<file path="src/rtl/cache_fill_fsm.sv">
// Cache miss fill engine: fetches one block as back-to-back word reads and
// streams returned words into the data array, writing the tag on the last word.
module cache_fill_fsm #(
    parameter int unsigned WORDS_PER_BLOCK = 8,
    parameter int unsigned AWIDTH          = 16,
    parameter int unsigned DWIDTH          = 16
) (
    input  logic                               clk,
    input  logic                               rst,
    input  logic                               miss_detected,
    input  logic [AWIDTH-1:0]                  miss_address,
    input  logic                               memory_data_valid,
    input  logic [DWIDTH-1:0]                  memory_data,
    output logic                               fsm_busy,
    output logic                               memory_read_en,
    output logic [AWIDTH-1:0]                  memory_address,
    output logic                               write_data_array,
    output logic [DWIDTH-1:0]                  cache_wr_data,
    output logic [$clog2(WORDS_PER_BLOCK)-1:0] cache_wr_offset,
    output logic                               write_tag_array,
    output logic                               fill_done
);
    localparam int unsigned OFFW        = $clog2(WORDS_PER_BLOCK);
    localparam int unsigned CNTW        = OFFW + 1;
    localparam int unsigned BYTE_SHIFT  = $clog2(DWIDTH / 8);
    localparam int unsigned BLOCK_BYTES = WORDS_PER_BLOCK * (DWIDTH / 8);
    localparam logic [AWIDTH-1:0] BASE_MASK = ~AWIDTH'(BLOCK_BYTES - 1);
    localparam logic [CNTW-1:0]   CNT_FULL  = CNTW'(WORDS_PER_BLOCK);
    localparam logic [CNTW-1:0]   CNT_LAST  = CNTW'(WORDS_PER_BLOCK - 1);

    typedef enum logic {
        IDLE = 1'b0,
        FILL = 1'b1
    } state_t;

    state_t            r_state;
    logic [AWIDTH-1:0] r_base;
    logic [CNTW-1:0]   r_req_cnt;
    logic [CNTW-1:0]   r_resp_cnt;

    logic w_in_fill;
    logic w_req_active;
    logic w_resp_accept;
    logic w_last_word;

    assign w_in_fill     = (r_state == FILL);
    assign w_req_active  = w_in_fill && (r_req_cnt < CNT_FULL);
    // Responses beyond a full block are dropped so the counter never wraps.
    assign w_resp_accept = w_in_fill && memory_data_valid && (r_resp_cnt < CNT_FULL);
    assign w_last_word   = w_resp_accept && (r_resp_cnt == CNT_LAST);

    // State, latched block base and request/response counters.
    always_ff @(posedge clk or posedge rst) begin
        if (rst) begin
            r_state    <= IDLE;
            r_base     <= '0;
            r_req_cnt  <= '0;
            r_resp_cnt <= '0;
        end else begin
            case (r_state)
                IDLE: begin
                    if (miss_detected) begin
                        r_base     <= miss_address & BASE_MASK;
                        r_req_cnt  <= '0;
                        r_resp_cnt <= '0;
                        r_state    <= FILL;
                    end
                end
                FILL: begin
                    if (w_req_active) begin
                        r_req_cnt <= r_req_cnt + CNTW'(1);
                    end
                    if (w_resp_accept) begin
                        r_resp_cnt <= r_resp_cnt + CNTW'(1);
                    end
                    if (w_last_word) begin
                        r_state <= IDLE;
                    end
                end
                default: r_state <= IDLE;
            endcase
        end
    end

    // Stall asserts in the miss cycle itself, before the FSM has left IDLE.
    always_comb begin
        fsm_busy         = 1'b0;
        memory_read_en   = 1'b0;
        memory_address   = '0;
        write_data_array = 1'b0;
        cache_wr_data    = '0;
        cache_wr_offset  = '0;
        write_tag_array  = 1'b0;
        fill_done        = 1'b0;

        if (!rst) begin
            fsm_busy = w_in_fill || miss_detected;
        end
        if (w_in_fill) begin
            memory_read_en = w_req_active;
            memory_address = w_req_active
                           ? r_base + (AWIDTH'(r_req_cnt) << BYTE_SHIFT)
                           : r_base;
        end
        if (w_resp_accept) begin
            write_data_array = 1'b1;
            cache_wr_data    = memory_data;
            cache_wr_offset  = r_resp_cnt[OFFW-1:0];
        end
        write_tag_array = w_last_word;
        fill_done       = w_last_word;
    end

endmodule

</file>
<file path="config.mk">
export PLATFORM = sky130hd
export DESIGN_NAME = cache_fill_fsm
export DESIGN_NICKNAME = d
export VERILOG_FILES = /design/src/rtl/cache_fill_fsm.sv
export SDC_FILE = /design/constraint.sdc
export NUM_CORES = 1
export LEC_CHECK = 0
export BUFFER_PORTS_ARGS = -buffer_cell sky130_fd_sc_hd__buf_2
export CORE_ASPECT_RATIO = 1.2
export CORE_MARGIN = 3
export CORE_UTILIZATION = 40
export DETAILED_ROUTE_END_ITERATION = 16
export GPL_TIMING_DRIVEN = 0
export PLACE_DENSITY = 0.86
export SYNTH_ARGS = -nofsm -noshare
export SYNTH_HDL_FRONTEND = slang
export SYNTH_SLANG_ARGS = --single-unit
</file>
<file path="constraint.sdc">
create_clock -name clk -period 1.7 [get_ports clk]
set_clock_uncertainty 0.15 [all_clocks]
set_input_delay 0.085 -clock clk [delete_from_list [all_inputs] [get_ports clk]]
set_output_delay 0.085 -clock clk [all_outputs]
set_load 0.01 [all_outputs]
</file>
Word-level counts from Yosys, hierarchy flattened. Index checks and enable logic that the tools add are counted.

Bits in registers: 21. Bits of input ports: 36. Output and inout port bits: 40. Logic and storage cells: 37.

$add $sub $neg: 3. Magnitude comparators: 2. Eq/ne operators: 4. Mux-type cells: 15. Bitwise gates (word level): 1. Reductions and logical operators: 8.

Operators with widths (number): $mux 16 (3); $add 16x5->16 (1); $pmux 4 s2 (2); $mux 4 (3); $add 4x1->4 const B (2); $lt 4x4->1 const B (2); $reduce_and 2->1 (3); $mux 1 (5); $eq 4x3->1 const B (1); $logic_and 1x1->1 (4); $ne 2x1->1 const B (2); $mux 3 (1); $ne 2x2->1 const B (1); $pmux 1 s2 (1); $logic_or 1x1->1 (1); $not 1->1 (1).

Longest topological paths before layout. Gate-level depths: netlist of the first run.

Word-level depth: 5. Gate-level depth with buffers: 6. Gate-level depth less buffers: 5.

Least setup slack after synthesis of the first run. Ideal clock, no wire load.

Path kind: register to output. Start: reg r_req_cnt[3]. End: out memory_address[12]. Data arrival time: 1.626 ns. Required time: 1.465 ns. Slack: -0.161 ns. Stages on the path, launching flop included: 6. Path buffers: 0. Cell sequence: dfrtp_1 ha_1 ha_1 nand4b_4 or4_1 a21oi_1.

Word-level cells in the longest chain between the ends: 4. Elaborated cells on any way between the ends: 5. Those cells by class: add/sub: 1; order compare: 1; mux: 2; reduce/logical: 1.

Ends and longest elaborated chain: from (decl) (RTL line 38) `logic [CNTW-1:0] r_req_cnt;`; from (signal assigned) (RTL line 71) `r_req_cnt <= r_req_cnt + CNTW'(1);`; parallel branches: the longest is 2 deep, another holds $add 16x5->16; $mux 16 * (RTL line 102) `? r_base + (AWIDTH'(r_req_cnt) << BYTE_SHIFT)`; $mux 16 * (RTL line 99) `if (w_in_fill) begin`; to (decl) (RTL line 16) `output logic [AWIDTH-1:0] memory_address,`.

Every way passes the cells marked *.

Final worst setup path of the first run. Same ends and word-level chain as after synthesis.

==> parameters.txt, run 1 <==
Parameter                              Value

Outcome
  Status    finished, violations left
  Violated checks    setup timing

Route
  Aggregate routed wire length    3.44 mm
  TritonRoute pass-1 iters    5
  DRC    0
  Ratio of routed vias to standard cells    4.90
  Overall via count from detail_route    1,382
  DRT antenna net count    0
  Final routed wire length divided by cell count    12.2 um
  Iteration-0 DRC Markers    29

Yosys
  Main flop type after synthesis    sky130_fd_sc_hd__dfrtp_1
  Number of flip-flops and latches in the synthesized netlist    21
  Synth Net Count    186
  Post-synthesis cell count    146
  Synth area leader    sky130_fd_sc_hd__dfrtp_1
  Unique masters post-synth    37
  Number of flops mapped to enable cells by yosys    0
  Share of async-settable or async-resettable flops after synthesis    100%
  Fraction of the yosys area taken by sequential cells    38.1%
  Commonest cells in the synthesized netlist    sky130_fd_sc_hd__and2_1 (22), sky130_fd_sc_hd__dfrtp_1 (21), sky130_fd_sc_hd__nor2_1 (14)
  Per-instance average area after synthesis    9.45 um^2
  Netlist Area Pre-Place    1380 um^2
  Most common cell in the netlist    sky130_fd_sc_hd__and2_1
  Leading cell types by total area after synthesis    sky130_fd_sc_hd__dfrtp_1 (38%), sky130_fd_sc_hd__and2_1 (10%), sky130_fd_sc_hd__mux2_2 (9.0%)
  Top-area cell type share of the netlist area    38.1%
  Synthesis warning total    0

Placement
  Sum of net half-perimeters after detailed placement    2.48 mm
  Minimum setup slack after placement    -185 ps
  Count of input and output buffers    70
  Global placement routability congestion    0.722
  Post-DP Area    1810 um^2

Clocking
  Clock sink count    21
  Root cell of the clock tree    sky130_fd_sc_hd__clkbuf_4
  Worst-skew pair later-pin latency    300 ps
  Number of buffers created by CTS    3
  H-Tree Depth    1
  Clock input transition at the sequential cells of the worst setup and hold paths    120 ps
  Buffer levels on the longest clock path    2
  CTS tree    built

Cells and area
  Antenna cells    0
  Share of post-route cells with drive strength above 1    52.0%
  Finished Cell Area    2170 um^2
  Number of nets at the end of the flow    287
  Area growth from synthesis to final layout    57.6%

Critical path
  Kind of start point of the critical path    flip-flop
  Highest fanout seen on the critical path    5
  Endpoint type of the worst setup path    output port
  Category of the most critical setup path    reg -> out
  Data arrival time of the worst path    1880 ps
  Critical path data required time    1460 ps

STA
  Crit share post-route    125%
  Tightest hold margin    247 ps
  Upper clock frequency limit    472 MHz
  Actual transition at the worst max-transition pin    793 ps
  Number of pins exceeding their max-slew limit in the final report    0
  RSZ-0062 raised after global routing    yes
  Post-route minimum period    2120 ps
  Least setup slack across all paths after layout    -419 ps
  Count of endpoints failing setup in the final report    29
  Fin. Hold Viols    0
  Worst slew slack as a fraction of its limit    47.1%

GRT
  Largest net degree at the start of global routing    22
  Via count of the first global-routing pass    1,305
  Total congestion overflow after global routing    0
  Number of antenna violations at the first check in global routing    0
  GRT Overall Usage    16.6%
  First-pass GRT wire length    5.62 mm

Power and ir drop
  Power density normalized to cell area    1340 nW/um^2
  Highest ir drop seen on vdd    0.790 mV
  Leakage component of the power    0.00112 uW

Floorplanning
  Chip Height    70.3 um
  Floorplan core area    3190 um^2
  Total number of placement rows    22
  Die X-Extent    59.6 um
  Effective utilization at floorplan    43.2%
  Die area    4190 um^2
  Number of top-level pins    76

Min path
  Kind of path behind the tightest hold check    in -> reg

Job
  Maximum capacitance violations    0
[placed cells by master, fill, tap and decap left out, types with 5 or more instances in the layout]
cell,n
sky130_fd_sc_hd__dfrtp_1,17
sky130_fd_sc_hd__dlygate4sd3_1,15
sky130_fd_sc_hd__inv_1,6
sky130_fd_sc_hd__buf_4,12
sky130_fd_sc_hd__nand2_1,6
sky130_fd_sc_hd__clkbuf_4,5
sky130_fd_sc_hd__and2_1,21
sky130_fd_sc_hd__buf_6,7
sky130_fd_sc_hd__buf_2,70
sky130_fd_sc_hd__o31ai_1,5
sky130_fd_sc_hd__mux2_2,11
sky130_fd_sc_hd__a21oi_2,5
sky130_fd_sc_hd__nor2_1,14
[power by group]
group	switching, uW	leakage, uW	internal (uW)
sequential	303	0.000247	737
clock	159	0.0000139	89.5
combinational	754	0.000863	875
[through the flow]
step | setup TNS [ps] | utilization (%) | cells | total power [uW]
floorplan | -81.3 | - | 146 | 1970
global placement | -550 | 56.7 | 252 | 2400
detailed placement | -635 | 56.7 | 252 | 2460
CTS | -4410 | 64.8 | 276 | 2820
global route | -5760 | 68.1 | 282 | 3190
finish | -3170 | 68.1 | 282 | 2920
[registers in the layout, indices dropped and copies added, names as in the netlist]
register,cells
r_state,1
r_req_cnt,4
r_resp_cnt,4
r_base,12
[critical path, cell delays in order, from the launching register on]
cell                       delay (ps)
sky130_fd_sc_hd__dfrtp_1          420
sky130_fd_sc_hd__ha_4             170
sky130_fd_sc_hd__ha_4             130
sky130_fd_sc_hd__nand4b_4         120
sky130_fd_sc_hd__or4_4            500
sky130_fd_sc_hd__a21oi_2          120
sky130_fd_sc_hd__buf_2            130
[final cells by class]
| type | instances | area [um^2] |
|---|---|---|
| Inverter | 6 | 22.5 |
| Sequential cell | 21 | 531 |
| Multi-Input combinational cell | 108 | 857 |
| Buffer | 9 | 73.8 |
| Fill cell | 266 | 1020 |
| Tap cell | 36 | 45.0 |
| Clock buffer | 3 | 22.5 |
| Clock inverter | 1 | 7.51 |
| Timing Repair Buffer | 98 | 616 |
[per-layer routing]
metal | GRT usage [%] | part of all wire, % | up-vias
met4 | 3.69 | 0.26 | 0
met3 | 1.66 | 6.0 | 2
met5 | 0 | 0 | -
met1 | 21.5 | 43 | 630
li1 | - | - | 703
met2 | 29.2 | 51 | 47
[worst paths after layout]
kind                            slack [ps]                  to               from  cells after the start
worst max-delay path                  -420  memory_address[12]       r_req_cnt[3]                      6
worst min-delay path                   250       r_resp_cnt[0]  memory_data_valid                      4
worst max register to register          50          r_base[11]            r_state                      4
worst min register to register         420       r_resp_cnt[3]      r_resp_cnt[3]                      2
max in group asynchronous              540          r_base[11]                rst                      3
min in group asynchronous              320       r_resp_cnt[2]                rst                      3
[cell families after synthesis]
| logic type | count (synthesis) | synth area share (%) |
|---|---|---|
| AND/OR/NAND/NOR | 64 | 28.6 |
| flip-flops | 21 | 38.1 |
| AO/OA/AOI/OAI | 19 | 8.52 |
| buffers and inverters | 17 | 5.98 |
| multiplexers | 14 | 11.2 |
| XOR/XNOR | 6 | 3.81 |
| adder cells (fa/ha/maj) | 4 | 3.63 |
| other | 1 | 0.272 |
[repair_timing]
| action | 4_1_cts | 5_1_grt |
|---|---|---|
| hold buffers | 15 | 0 |
| setup endpoints to repair | 37 | 42 |
| resized for setup | 11 | 23 |
| buffers inserted | 7 | 6 |
| endpoints found under the hold margin | 36 | 0 |
| gates cloned | 0 | 0 |
| pin swaps | 8 | 3 |
(Power assumes the default switching activity.)
==> run 2, diff against run 1 <==
Settings changed: CORE_MARGIN 3 to 1, PLACE_DENSITY 0.86 to default, PLACE_DENSITY_LB_ADDON from default to 0.08.
==> run 2 against run 1 <==
Effect of this change: the run still ends with setup timing left; clock power is 34% higher; cell area grew 0.17%; total power is 3.9% higher; sequential share of layout area down 0.099 points; global-route usage is 3.7 points higher; largest power group unchanged.
==> parameters.txt, run 2 (synthesis results as in run 1) <==
Parameter                              Value

Critical path
  Critical path, cell by cell    ha_4 > ha_4 > nand4b_4 > or4_4 > a21oi_2 > buf_2
  Slowest cell on the critical path    sky130_fd_sc_hd__or4_4
  CP peak stage delay    500 ps (about the same)
  Most common cell type on the critical path    sky130_fd_sc_hd__ha_4
  Highest fanout seen on the critical path    4 (-1)
  Data arrival time of the worst path    1830 ps (-50 ps)
  Kind of start point of the critical path    flip-flop
  Endpoint type of the worst setup path    output port
  Critical path data required time    1460 ps (about the same)
  Category of the most critical setup path    reg -> out
  R2R setup slack    180 ps (+130 ps)

Floorplanning
  Die area    3690 um^2 (-12%)
  Chip Height    66.3 um (-5.7%)
  Floorplan core area    3310 um^2 (+3.6%)
  Effective utilization at floorplan    41.7% (-1.5 points)
  Total number of placement rows    23 (+4.5%)
  Number of top-level pins    76 (unchanged)
  Die X-Extent    55.6 um (-6.7%)

Route
  TritonRoute pass-1 iters    4 (-1)
  Iteration-0 DRC Markers    39 (+34%)
  Aggregate routed wire length    3.64 mm (+5.9%)
  Overall via count from detail_route    1,415 (+2.4%)
  Final routed wire length divided by cell count    12.8 um (+5.2%)
  Ratio of routed vias to standard cells    4.98 (+1.7%)
  DRC    0 (unchanged)
  DRT antenna net count    0 (unchanged)

Outcome
  Status    finished, violations left
  Violated checks    setup timing

GRT
  Total congestion overflow after global routing    0 (unchanged)
  First-pass GRT wire length    5.83 mm (+3.8%)
  Number of antenna violations at the first check in global routing    0 (unchanged)
  Via count of the first global-routing pass    1,345 (+3.1%)
  Largest net degree at the start of global routing    22 (unchanged)
  GRT Overall Usage    20.3% (+3.7 points)

Cells and area
  Biggest register    r_base
  Commonest cells after routing, fill and taps aside    sky130_fd_sc_hd__buf_2 (71), sky130_fd_sc_hd__and2_1 (22), sky130_fd_sc_hd__dfrtp_1 (18), sky130_fd_sc_hd__buf_4 (17)
  Largest registers ranked by flip-flop count    r_base x12, r_req_cnt x4, r_resp_cnt x4
  Flip-flop count of the largest register, all copies and words added    12 (unchanged)
  Area growth from synthesis to final layout    57.8%
  Finished Cell Area    2180 um^2 (+0.17%)
  Antenna cells    0 (unchanged)
  Number of nets at the end of the flow    288 (+0.35%)
  Filler Cell Count    292 (+9.8%)
  Share of post-route cells with drive strength above 1    52.6% (+0.60 points)
  Most common library cell in the layout ignoring fill and taps    sky130_fd_sc_hd__buf_2

STA
  Actual transition at the worst max-transition pin    818 ps (+25.2 ps)
  Number of pins exceeding their max-slew limit in the final report    0 (unchanged)
  Least setup slack across all paths after layout    -363 ps (+56.2 ps)
  Setup TNS    -2480 ps (+695 ps)
  Tightest hold margin    85.3 ps (-162 ps)
  Count of endpoints failing setup in the final report    9 (-69%)
  Worst slew slack as a fraction of its limit    45.4% (-1.7 points)
  Post-route minimum period    2060 ps (-56.2 ps)
  Upper clock frequency limit    485 MHz (+2.7%)
  RSZ-0062 raised after global routing    yes
  Crit share post-route    121% (-3.3 points)
  Fin. Hold Viols    0 (unchanged)

Clocking
  H-Tree Depth    1 (unchanged)
  Root cell of the clock tree    sky130_fd_sc_hd__clkbuf_8
  CTS tree    built
  Worst-skew pair later-pin latency    260 ps (-40 ps)
  Number of buffers created by CTS    3 (unchanged)
  Clock input transition at the sequential cells of the worst setup and hold paths    80 ps (-40 ps)
  Buffer levels on the longest clock path    2 (unchanged)
  Clock sink count    21 (unchanged)

Job
  Maximum capacitance violations    0 (unchanged)

Placement
  Sum of net half-perimeters after detailed placement    2.57 mm (+3.7%)
  Global placement routability congestion    0.806 (+12%)
  Post-DP Area    1810 um^2 (about the same)
  Count of input and output buffers    70 (unchanged)

Min path
  Kind of path behind the tightest hold check    in -> reg

Power and ir drop
  Leakage component of the power    0.00113 uW (+0.51%)
  Power density normalized to cell area    1390 nW/um^2 (+3.7%)
  Final Total Pwr    3030 uW (+3.9%)
  Highest ir drop seen on vdd    0.923 mV (+17%)
-- run 2: final timing paths --
check                      cells after the start            endpoint               from
max                                            6  memory_address[12]       r_req_cnt[3]
min                                            4       r_resp_cnt[2]  memory_data_valid
max reg2reg                                    3          r_base[13]            r_state
min reg2reg                                    1          r_base[15]         r_base[15]
max in group asynchronous                      3           r_base[7]                rst
min in group asynchronous                      3        r_req_cnt[0]                rst
-- run 2: power breakdown --
group          internal, uW  switching (uW)
sequential              736             278
combinational           885             796
clock                   167             166
-- run 2: critical path, delay by kind of cell, from the launching register on --
family,cells,cell delay (ps)
AND/OR/NAND/NOR,2,620
AO/OA/AOI/OAI,1,120
flip-flops,1,400
adder cells (fa/ha/maj),2,300
buffers and inverters,1,130
-- run 2: layout make-up --
cell class | instances | area, um^2 | area share (%)
multi-input combinational | 108 | 862 | 39.6
sequential | 21 | 529 | 24.3
clock buffer | 4 | 45.0 | 2.07
timing repair buffer | 99 | 607 | 27.9
buffer | 9 | 66.3 | 3.04
tap | 37 | 46.3 | 2.13
inverter | 6 | 22.5 | 1.03
-- run 2: layer usage --
layer	part of all wire, %	global-route usage (%)
met1	38	21.8
met2	56	39.6
met4	1.6	9.38
met5	0	0
met3	4.2	2.15
-- run 2: repair_timing --
action	4_1_cts	5_1_grt
pin swaps	8	6
buffers inserted	3	12
endpoints found under the hold margin	35	0
hold buffers	14	0
setup endpoints to repair	37	47
resized for setup	13	16
-- run 2: stage by stage --
step	instances	setup WS [ps]	util, %
final	284	-363	65.8
after global routing	284	-445	65.8
after CTS	272	-417	62.2
after detailed placement	253	-199	54.8
after global placement	253	-176	54.8
after floorplan	146	-57.6	-
==> run 3, diff against run 2 <==
Settings changed: PLACE_DENSITY from default to 0.79, PLACE_DENSITY_LB_ADDON 0.08 to default.
==> run 3 against run 2 <==
Effect of this change: the flow still finishes with violations (setup timing); count of clock-buffer cells in the layout shrank 1; utilization shrank 2.1 points; die area is the same; register-to-register slack lost 50 ps; fmax shrank 1.8%; cell count shrank 2.5%; flip-flop and latch count is the same; highest routed layer unchanged.
==> parameters.txt, run 3 (synthesis results as in run 1) <==
Parameter                              Value

Route
  DRC    0 (unchanged)
  Ratio of routed vias to standard cells    4.92 (-1.3%)
  Iteration-0 DRC Markers    36 (-7.7%)
  Final routed wire length divided by cell count    12.2 um (-4.6%)
  Overall via count from detail_route    1,362 (-3.7%)
  TritonRoute pass-1 iters    4 (unchanged)
  DRT antenna net count    0 (unchanged)
  Aggregate routed wire length    3.39 mm (-7.0%)

STA
  Upper clock frequency limit    476 MHz (-1.8%)
  Worst slew slack as a fraction of its limit    45.3% (-0.11 points)
  Count of endpoints failing setup in the final report    9 (unchanged)
  Tightest hold margin    61.5 ps (-23.8 ps)
  Setup TNS    -2380 ps (+94.8 ps)
  Actual transition at the worst max-transition pin    820 ps (+1.67 ps)
  Crit share post-route    124% (+2.3 points)
  Least setup slack across all paths after layout    -401 ps (-38.7 ps)
  Number of pins exceeding their max-slew limit in the final report    0 (unchanged)
  Post-route minimum period    2100 ps (+38.7 ps)
  Fin. Hold Viols    0 (unchanged)
  RSZ-0062 raised after global routing    yes

Critical path
  Kind of start point of the critical path    flip-flop
  Critical path, cell by cell    ha_4 > buf_4 > nand3b_4 > or4_1 > a21oi_1 > buf_2
  Highest fanout seen on the critical path    6 (+2)
  R2R setup slack    130 ps (-50 ps)
  Kind of cell adding the most delay to the critical path    simple AND/OR/NAND/NOR gates
  Worst r2r src    r_state
  Category of the most critical setup path    reg -> out
  Slowest cell on the critical path    sky130_fd_sc_hd__or4_1
  R2r endpoint    r_base[7]
  Worst path buffer plus inverter count    2 (+1)
  Data arrival time of the worst path    1870 ps (+40 ps)
  Endpoint type of the worst setup path    output port
  CP peak stage delay    490 ps (about the same)
  Critical path data required time    1460 ps (about the same)
  Worst R2R Path Depth    3 (unchanged)

Outcome
  Status    finished, violations left
  Violated checks    setup timing

Clocking
  Clock sink count    21 (unchanged)
  Root cell of the clock tree    sky130_fd_sc_hd__clkbuf_8
  Worst-skew pair later-pin latency    250 ps (about the same)
  H-Tree Depth    1 (unchanged)
  Clock input transition at the sequential cells of the worst setup and hold paths    70 ps (about the same)
  Number of buffers created by CTS    3 (unchanged)
  CTS tree    built
  Buffer levels on the longest clock path    2 (unchanged)

Min path
  Kind of path behind the tightest hold check    in -> reg
  Hold Path Depth    4 (unchanged)
  Terminating pin of the worst hold path    r_resp_cnt[2]
  Hold_sp    memory_data_valid

Power and ir drop
  Final Total Pwr    2910 uW (-3.8%)
  Power density normalized to cell area    1380 nW/um^2 (-0.62%)
  Highest ir drop seen on vdd    0.959 mV (+3.9%)
  Leakage component of the power    0.00109 uW (-3.2%)

Floorplanning
  Floorplan core area    3310 um^2 (unchanged)
  Die X-Extent    55.6 um (unchanged)
  Chip Height    66.3 um (unchanged)
  Total number of placement rows    23 (unchanged)
  Number of top-level pins    76 (unchanged)
  Effective utilization at floorplan    41.7% (unchanged)
  Die area    3690 um^2 (unchanged)

Placement
  Sum of net half-perimeters after detailed placement    2.38 mm (-7.6%)
  Global placement routability congestion    0.757 (-6.0%)
  Count of input and output buffers    70 (unchanged)

GRT
  Via count of the first global-routing pass    1,301 (-3.3%)
  Total congestion overflow after global routing    0 (unchanged)
  Number of antenna violations at the first check in global routing    0 (unchanged)
  Largest net degree at the start of global routing    22 (unchanged)
  GRT Overall Usage    18.0% (-2.3 points)
  First-pass GRT wire length    5.29 mm (-9.2%)

Cells and area
  Fraction of the core area covered by cells at the end of the flow    63.7% (-2.1 points)
  Share of post-route cells with drive strength above 1    50.8% (-1.8 points)
  Commonest cells after routing, fill and taps aside    sky130_fd_sc_hd__buf_2 (72), sky130_fd_sc_hd__and2_1 (22), sky130_fd_sc_hd__dfrtp_1 (18), sky130_fd_sc_hd__nor2_1 (14), sky130_fd_sc_hd__dlygate4sd3_1 (14)
  Most common library cell in the layout ignoring fill and taps    sky130_fd_sc_hd__buf_2
  Flip-flop count of the largest register, all copies and words added    12 (unchanged)
  Biggest register    r_base
  Number of nets at the end of the flow    281 (-2.4%)
  Antenna cells    0 (unchanged)
  Filler Cell Count    289 (-1.0%)
  Largest registers ranked by flip-flop count    r_base x12, r_req_cnt x4, r_resp_cnt x4
  Area growth from synthesis to final layout    52.8%

Job
  Maximum capacitance violations    0 (unchanged)
-- run 3: cell types whose count changed in the layout (fill, tap and decap cells not counted), sizes merged --
cell,delta
buf,-7
clkbuf,-1
clkinv,+1
-- run 3: metrics by stage --
step           instances  cell area [um^2]  setup slack (ps)
3_5_place_dp         253              1810              -198
2_1_floorplan        146              1420             -57.6
5_1_grt              277              2110              -532
6_report             277              2110              -401
4_1_cts              273              2060              -388
3_3_place_gp         253              1810              -172
-- run 3: how the worst max path moves through the flow --
stage | slack [ps] | cells past startpoint | to | start
CTS | -390 | 6 | memory_address[12] | r_req_cnt[3]
finish | -400 | 6 | memory_address[13] | r_req_cnt[3]
detailed placement | -200 | 6 | memory_address[12] | r_req_cnt[3]
global route | -530 | 6 | memory_address[13] | r_req_cnt[3]
global placement | -170 | 6 | memory_address[12] | r_req_cnt[3]
floorplan | -60 | 5 | memory_address[12] | r_req_cnt[3]
-- run 3: timing repair --
| action | 4_1_cts | 5_1_grt |
|---|---|---|
| hold buffers | 14 | 0 |
| endpoints found under the setup margin | 36 | 48 |
| buffers inserted | 4 | 4 |
| pin swaps | 8 | 6 |
| resized for setup | 11 | 10 |
| endpoints found under the hold margin | 35 | 0 |
-- run 3: cell type report --
cell class                 count  area [um^2]  area share (%)
timing repair buffer          92          554            26.3
tap                           37         46.3            2.20
multi-input combinational    108          851            40.4
clock buffer                   3         41.3            1.96
clock inverter                 1         5.00           0.237
sequential                    21          529            25.1
inverter                       6         22.5            1.07
buffer                         9         58.8            2.79
-- run 3: routing by layer --
metal	wire length [um]	share of wire (%)	GRT usage, %	vias up
li1	-	-	-	686
met1	1410	42	20.0	607
met2	1710	51	34.6	65
met5	0	0	0	-
met4	30	0.89	5.94	0
met3	226	6.7	2.94	4
-- run 3: where the power goes --
group          internal, uW  switching [uW]  total, uW
Clock                   163             157        319
Combinational           810             738       1550
Sequential              737             310       1050
Total                  1710            1200       2910
-- run 3: worst reg2reg max path: cells and delay by family, from the launching register on --
family                 cells  cell delay (ps)
flip-flops                 1              470
multiplexers               1              370
buffers and inverters      1              270
AND/OR/NAND/NOR            1              200
